<file path="src/rtl/div_issue_ctrl_pkg.sv">
// div_issue_ctrl_pkg: shared encodings and payload types for the divider issue sequencer.
//   ISS_*            FSM state encodings (2-bit)
//   DIV_START/STOP   divider start handshake levels
//   DIV_RES_*        divider ready levels
//   ZERO_WORD        32-bit zero
//   div_res_t        {remainder, quotient} payload returned by serial_div
package div_issue_ctrl_pkg;

   localparam int unsigned DATA_W       = 32;
   localparam int unsigned MAX_WAIT_DEF = 40;

   localparam logic [1:0] ISS_IDLE = 2'd0;
   localparam logic [1:0] ISS_BUSY = 2'd1;
   localparam logic [1:0] ISS_DONE = 2'd2;

   localparam logic DIV_START         = 1'b1;
   localparam logic DIV_STOP          = 1'b0;
   localparam logic DIV_RES_READY     = 1'b1;
   localparam logic DIV_RES_NOT_READY = 1'b0;

   localparam logic [DATA_W-1:0] ZERO_WORD = '0;

   typedef struct packed {
      logic [DATA_W-1:0] rem;
      logic [DATA_W-1:0] quo;
   } div_res_t;

endpackage

</file>
<file path="src/rtl/div_issue_ctrl.sv">
// div_issue_ctrl: EX-stage sequencer for the multi-cycle serial divider.
// Latches DIV/DIVU operands, drives the divider start/annul handshake, stalls the
// pipeline while the divide is in flight, and produces a one-cycle HI/LO write.
// Ports:
//   clk, rst (async, active-low)
//   ex_div_i/ex_signed_i/ex_op1_i/ex_op2_i  op request from EX
//   flush_i                                 cancels any in-flight divide
//   div_start_o/div_annul_o/div_signed_o/div_op1_o/div_op2_o  to serial_div
//   div_result_i/div_ready_i                from serial_div
//   stallreq_o (combinational)              pipeline stall request
//   whilo_o/hi_o/lo_o                       HI/LO write-back
//   timeout_o                               sticky divider-timeout error
module div_issue_ctrl
   import div_issue_ctrl_pkg::*;
#(
   parameter int unsigned MAX_WAIT = MAX_WAIT_DEF
) (
   input  logic        clk,
   input  logic        rst,
   input  logic        ex_div_i,
   input  logic        ex_signed_i,
   input  logic [31:0] ex_op1_i,
   input  logic [31:0] ex_op2_i,
   input  logic        flush_i,
   output logic        div_start_o,
   output logic        div_annul_o,
   output logic        div_signed_o,
   output logic [31:0] div_op1_o,
   output logic [31:0] div_op2_o,
   input  logic [63:0] div_result_i,
   input  logic        div_ready_i,
   output logic        stallreq_o,
   output logic        whilo_o,
   output logic [31:0] hi_o,
   output logic [31:0] lo_o,
   output logic        timeout_o
);

   localparam int unsigned CNT_W = (MAX_WAIT > 1) ? $clog2(MAX_WAIT) : 1;
   localparam logic [CNT_W-1:0] CNT_LAST = CNT_W'(MAX_WAIT - 1);

   logic [1:0]        state_q, state_d;
   logic [CNT_W-1:0]  cnt_q, cnt_d;
   logic              start_q, start_d;
   logic              signed_q, signed_d;
   logic [31:0]       op1_q, op1_d;
   logic [31:0]       op2_q, op2_d;
   logic [31:0]       hi_q, hi_d;
   logic [31:0]       lo_q, lo_d;
   logic              whilo_q, whilo_d;
   logic              timeout_q, timeout_d;
   logic              annul_c;
   logic              stall_c;
   div_res_t          res;

   assign res = div_result_i;

   // State register and output flops
   always_ff @(posedge clk or negedge rst) begin
      if (!rst) begin
         state_q   <= ISS_IDLE;
         cnt_q     <= '0;
         start_q   <= DIV_STOP;
         signed_q  <= 1'b0;
         op1_q     <= ZERO_WORD;
         op2_q     <= ZERO_WORD;
         hi_q      <= ZERO_WORD;
         lo_q      <= ZERO_WORD;
         whilo_q   <= 1'b0;
         timeout_q <= 1'b0;
      end else begin
         state_q   <= state_d;
         cnt_q     <= cnt_d;
         start_q   <= start_d;
         signed_q  <= signed_d;
         op1_q     <= op1_d;
         op2_q     <= op2_d;
         hi_q      <= hi_d;
         lo_q      <= lo_d;
         whilo_q   <= whilo_d;
         timeout_q <= timeout_d;
      end
   end

   // Next-state, handshake and stall logic
   always_comb begin
      state_d   = state_q;
      cnt_d     = cnt_q;
      start_d   = start_q;
      signed_d  = signed_q;
      op1_d     = op1_q;
      op2_d     = op2_q;
      hi_d      = hi_q;
      lo_d      = lo_q;
      whilo_d   = 1'b0;
      timeout_d = timeout_q;
      annul_c   = 1'b0;
      stall_c   = 1'b0;

      case (state_q)
         ISS_IDLE: begin
            // Flush beats a new issue; operands are captured only here
            if (ex_div_i && !flush_i) begin
               stall_c  = 1'b1;
               signed_d = ex_signed_i;
               op1_d    = ex_op1_i;
               op2_d    = ex_op2_i;
               start_d  = DIV_START;
               cnt_d    = '0;
               state_d  = ISS_BUSY;
            end
         end
         ISS_BUSY: begin
            cnt_d = cnt_q + CNT_W'(1);
            if (flush_i) begin
               // Flush wins even over a same-cycle ready; result is dropped
               annul_c = 1'b1;
               start_d = DIV_STOP;
               state_d = ISS_IDLE;
            end else if (div_ready_i == DIV_RES_READY) begin
               hi_d    = res.rem;
               lo_d    = res.quo;
               whilo_d = 1'b1;
               start_d = DIV_STOP;
               state_d = ISS_DONE;
            end else if (cnt_q == CNT_LAST) begin
               timeout_d = 1'b1;
               annul_c   = 1'b1;
               start_d   = DIV_STOP;
               state_d   = ISS_IDLE;
            end else begin
               stall_c = 1'b1;
            end
         end
         ISS_DONE: begin
            // One-cycle gap lets the divider drop back to free; a waiting DIV re-issues from IDLE
            stall_c = ex_div_i;
            state_d = ISS_IDLE;
         end
         default: begin
            start_d = DIV_STOP;
            state_d = ISS_IDLE;
         end
      endcase
   end

   assign div_start_o  = start_q;
   assign div_annul_o  = annul_c;
   assign div_signed_o = signed_q;
   assign div_op1_o    = op1_q;
   assign div_op2_o    = op2_q;
   assign stallreq_o   = stall_c;
   assign whilo_o      = whilo_q;
   assign hi_o         = hi_q;
   assign lo_o         = lo_q;
   assign timeout_o    = timeout_q;

endmodule

</file>
<file path="config.mk">
export PLATFORM = sky130hd
export DESIGN_NAME = div_issue_ctrl
export DESIGN_NICKNAME = d
export VERILOG_FILES = /design/src/rtl/div_issue_ctrl_pkg.sv /design/src/rtl/div_issue_ctrl.sv
export SDC_FILE = /design/constraint.sdc
export NUM_CORES = 1
export LEC_CHECK = 0
export BUFFER_PORTS_ARGS = -buffer_cell sky130_fd_sc_hd__buf_2
export CORE_MARGIN = 1.5
export CORE_UTILIZATION = 41
export CTS_CLUSTER_SIZE = 28
export DETAILED_ROUTE_END_ITERATION = 12
export HOLD_SLACK_MARGIN = 0.15
export PLACE_DENSITY_LB_ADDON = 0.12
export SYNTH_ARGS = -nofsm -noshare
export SYNTH_HDL_FRONTEND = slang
export SYNTH_SLANG_ARGS = --single-unit
</file>
<file path="constraint.sdc">
create_clock -name clk -period 1.5 [get_ports clk]
set_input_delay 0.3 -clock clk [delete_from_list [all_inputs] [get_ports clk]]
set_output_delay 0.3 -clock clk [all_outputs]
set_load 0.005 [all_outputs]
</file>
==> impl_metrics.csv <==
group,metric,value,unit
layout,mostFrequentLayoutCells,"buf_2, dfrtp_1, dlygate4sd3_1, nand2_1, nand2_2",
grt,antenna_found_initial,0,
floorplan,initial_core_util,42.51,%
floorplan,die_w,118.1,um
layout,final_nets,1067,
route,first_iter_violations,296,
timing,fmax,523.8,MHz
placement,port_buffers,267,
synth,synth-seq-cells,140,
timing,relSlewSlack,69.53,%
grt,grt_max_degree,45,
synth,ys_types,32,
cts,cts_buffers,17,
job,maxCapViolCount,0,
worst_setup_path,worstPathArrival,1.61,ns
grt,grt_first_pass_wirelength,32370,um
power_and_ir_drop,cellPowerDensity,1307,nW/um^2
grt,globalRouteOverflowTotal,0,
cts,cts_tree,"done",
worst_setup_path,crit_path_max_incr_delay,0.36,ns
timing,fin_crit_sh,127.3,%
synth,avgSynthCellArea,11.70,sq um
route,ant_nets,0,
timing,rsz0062_at_grt,"yes",
worst_setup_path,path_class,"reg2out",
floorplan,ioPinCount,268,
timing,final.setup.tns,-28.10,ns
timing,timing.final.ws_setup,-0.4090,ns
cts,insertion_delay,0.41,ns
worst_setup_path,crit_fanout,2,
placement,dp_cells,917,
worst_setup_path,end_kind,"output port",
timing,fin_skew,0.004740,ns
timing,final-max-slew-violation-count,0,
outcome,violations,"setup timing",
cts,path_clk_slew,0.06,ns
route,via_count,5491,
power_and_ir_drop,p_total,13.76,mW
synth,seq_area_frac_synth,64.52,%
synth,syn_area,5430,sq um
grt,first_global_vias,5895,
layout,layout.cells.non_filler,1117,
cts,clockRootBuffer,"clkbuf_16",
route,dr.pass1.iters,5,
floorplan,coreArea,12770,sq um
cts,cts.path.max_buffers,2,
layout,synthToLayoutAreaGrowth,93.82,%
hold_path,hold_class,"in2reg",
worst_setup_path,cp-start-kind,"flip-flop",
synth,yosysWarnings,0,
synth,syn-num-nets,599,
layout,final_area,10530,sq um
floorplan,die_h,118.1,um
worst_setup_path,cp.required,1.20,ns
power_and_ir_drop,max-vdd-ir-drop,0.6426,mV
route,via_per_inst,4.916,
synth,synth_edf_count,0,
worst_setup_path,worstPathCellList,"ha_2 > nand4bb_4 > buf_6 > nor3_2 > o21a_1 > buf_2",
cts,htree_levels,4,
timing,min_period,1.909,ns
layout,drive_above_1_share,58.62,%
synth,async_flop_share,100.0,%
placement,placed_cell_area,7219,sq um
timing,worst_pin_slew,0.4514,ns
placement,place_ws,-0.1841,ns
layout,diodes,0,
cts,clock-sinks,140,
floorplan,die_area,13940,sq um
timing,setup_violations,137,
floorplan,rows,41,
route,drc,0,
route,avgRoutedWirePerCell,18.92,um
timing,hold_viol_final,0,
power_and_ir_drop,power_leakage,5.421,nW
synth,syn_inst,464,
outcome,status,"finished with violations",
layout,final_common_cell,"buf_2",
synth,synth_ff_type,"dfrtp_1",
placement,gp_congestion,0.7683,
worst_setup_path,cp_slowest_cell,"dfrtp_1",
grt,gr-usage-all-layers,30.14,%
route,wirelength,21130,um
placement,hpwl,10220,um
## worst paths after layout
check                      depth (start not counted)                 startpoint                   endpoint  slack, ns
max                                                6       cnt_q[1]$_DFFE_PN0P_                div_annul_o      -0.41
min                                                2                div_ready_i     state_q[1]$_DFFE_PN0P_       0.20
max reg2reg                                        7     state_q[1]$_DFFE_PN0P_        hi_o[0]$_DFFE_PN0P_      -0.32
min in group asynchronous                          2                        rst  div_op1_o[21]$_DFFE_PN0P_       0.34
max in group asynchronous                          3                        rst     state_q[1]$_DFFE_PN0P_       0.60
min reg2reg                                        2  div_op2_o[19]$_DFFE_PN0P_  div_op2_o[19]$_DFFE_PN0P_       0.48
## cells by family (layout without fill, tap and decap cells)
| kind of cell | Yosys count | after routing | synth area share (%) |
|---|---|---|---|
| compound gates | 11 | 11 | 1.359 |
| simple gates | 222 | 224 | 16.68 |
| flops | 140 | 140 | 64.52 |
| buf+inv | 25 | 504 | 3.756 |
| fa+ha+maj | 1 | 1 | 0.2304 |
| mux | 65 | 65 | 13.46 |
## area by class of cell
type	instances	area (sq um)
clock inverters	9	132.6
well taps	172	215.2
multi-input cells	301	2497
inverters	2	7.507
repair buffers	470	3660
fillers	677	2248
flip-flops and latches	140	3505
clock buffers	23	508.0
## per-stage QoR
step	hold WS (ns)	util (%)
6_report	0.2005	82.40
5_1_grt	0.1931	82.40
4_1_cts	0.1743	80.68
3_5_place_dp	0.2110	56.52
3_3_place_gp	0.2062	56.52
2_1_floorplan	0.004409	-
## flip-flops by register name, summed over array words and instances (netlist names)
register / count
hi_o: 32
timeout_o: 1
whilo_o: 1
state_q: 2
div_op2_o: 32
div_op1_o: 32
lo_o: 32
cnt_q: 6
div_start_o: 1
div_signed_o: 1
## power breakdown
| part | switching, mW | total [mW] | leakage, nW | internal [mW] |
|---|---|---|---|---|
| clock | 1.62 | 4.50 | 0.311 | 2.88 |
| sequential | 0.706 | 5.40 | 1.72 | 4.70 |
| combinational | 1.56 | 3.85 | 3.39 | 2.28 |
| total | 3.89 | 13.8 | 5.42 | 9.86 |
## worst max-delay path: cells and delay by family (launching register included)
family,cells,cell delay [ns]
buffers and inverters,2,0.26
adder cells (fa/ha/maj),1,0.21
flip-flops,1,0.36
AND/OR/NAND/NOR,2,0.25
AO/OA/AOI/OAI,1,0.12
## synth_stat cells, drive strengths merged (2+ instances only)
master | n | area [sq um]
buf | 21 | 188.9
o21ai | 3 | 15.01
a21oi | 2 | 10.01
inv | 2 | 7.510
nand2 | 202 | 758.2
nand3 | 6 | 35.03
nor3b | 2 | 20.02
nor4b | 2 | 17.52
clkbuf | 2 | 7.510
nand2b | 2 | 12.51
dfrtp | 140 | 3503
mux2 | 64 | 720.7
o21a | 3 | 22.52
## what timing repair did
action / 4_1_cts / 5_1_grt
gates cloned: 15 / 0
endpoints found under the setup margin: 138 / 140
hold buffers: 130 / 0
gates resized for setup: 154 / 135
buffers inserted: 25 / 17
hold endpoints to repair: 269 / 0
pin swaps: 61 / 81
## routing by layer
metal / vias to the layer above / GRT usage (%) / part of all wire, %
li1: 2455 / - / -
met1: 2720 / 34.57 / 38
met2: 264 / 54.36 / 54
met3: 52 / 7.025 / 5.2
met4: 0 / 11.36 / 2.8
met5: - / 0 / 0
(Power assumes the default switching activity.)
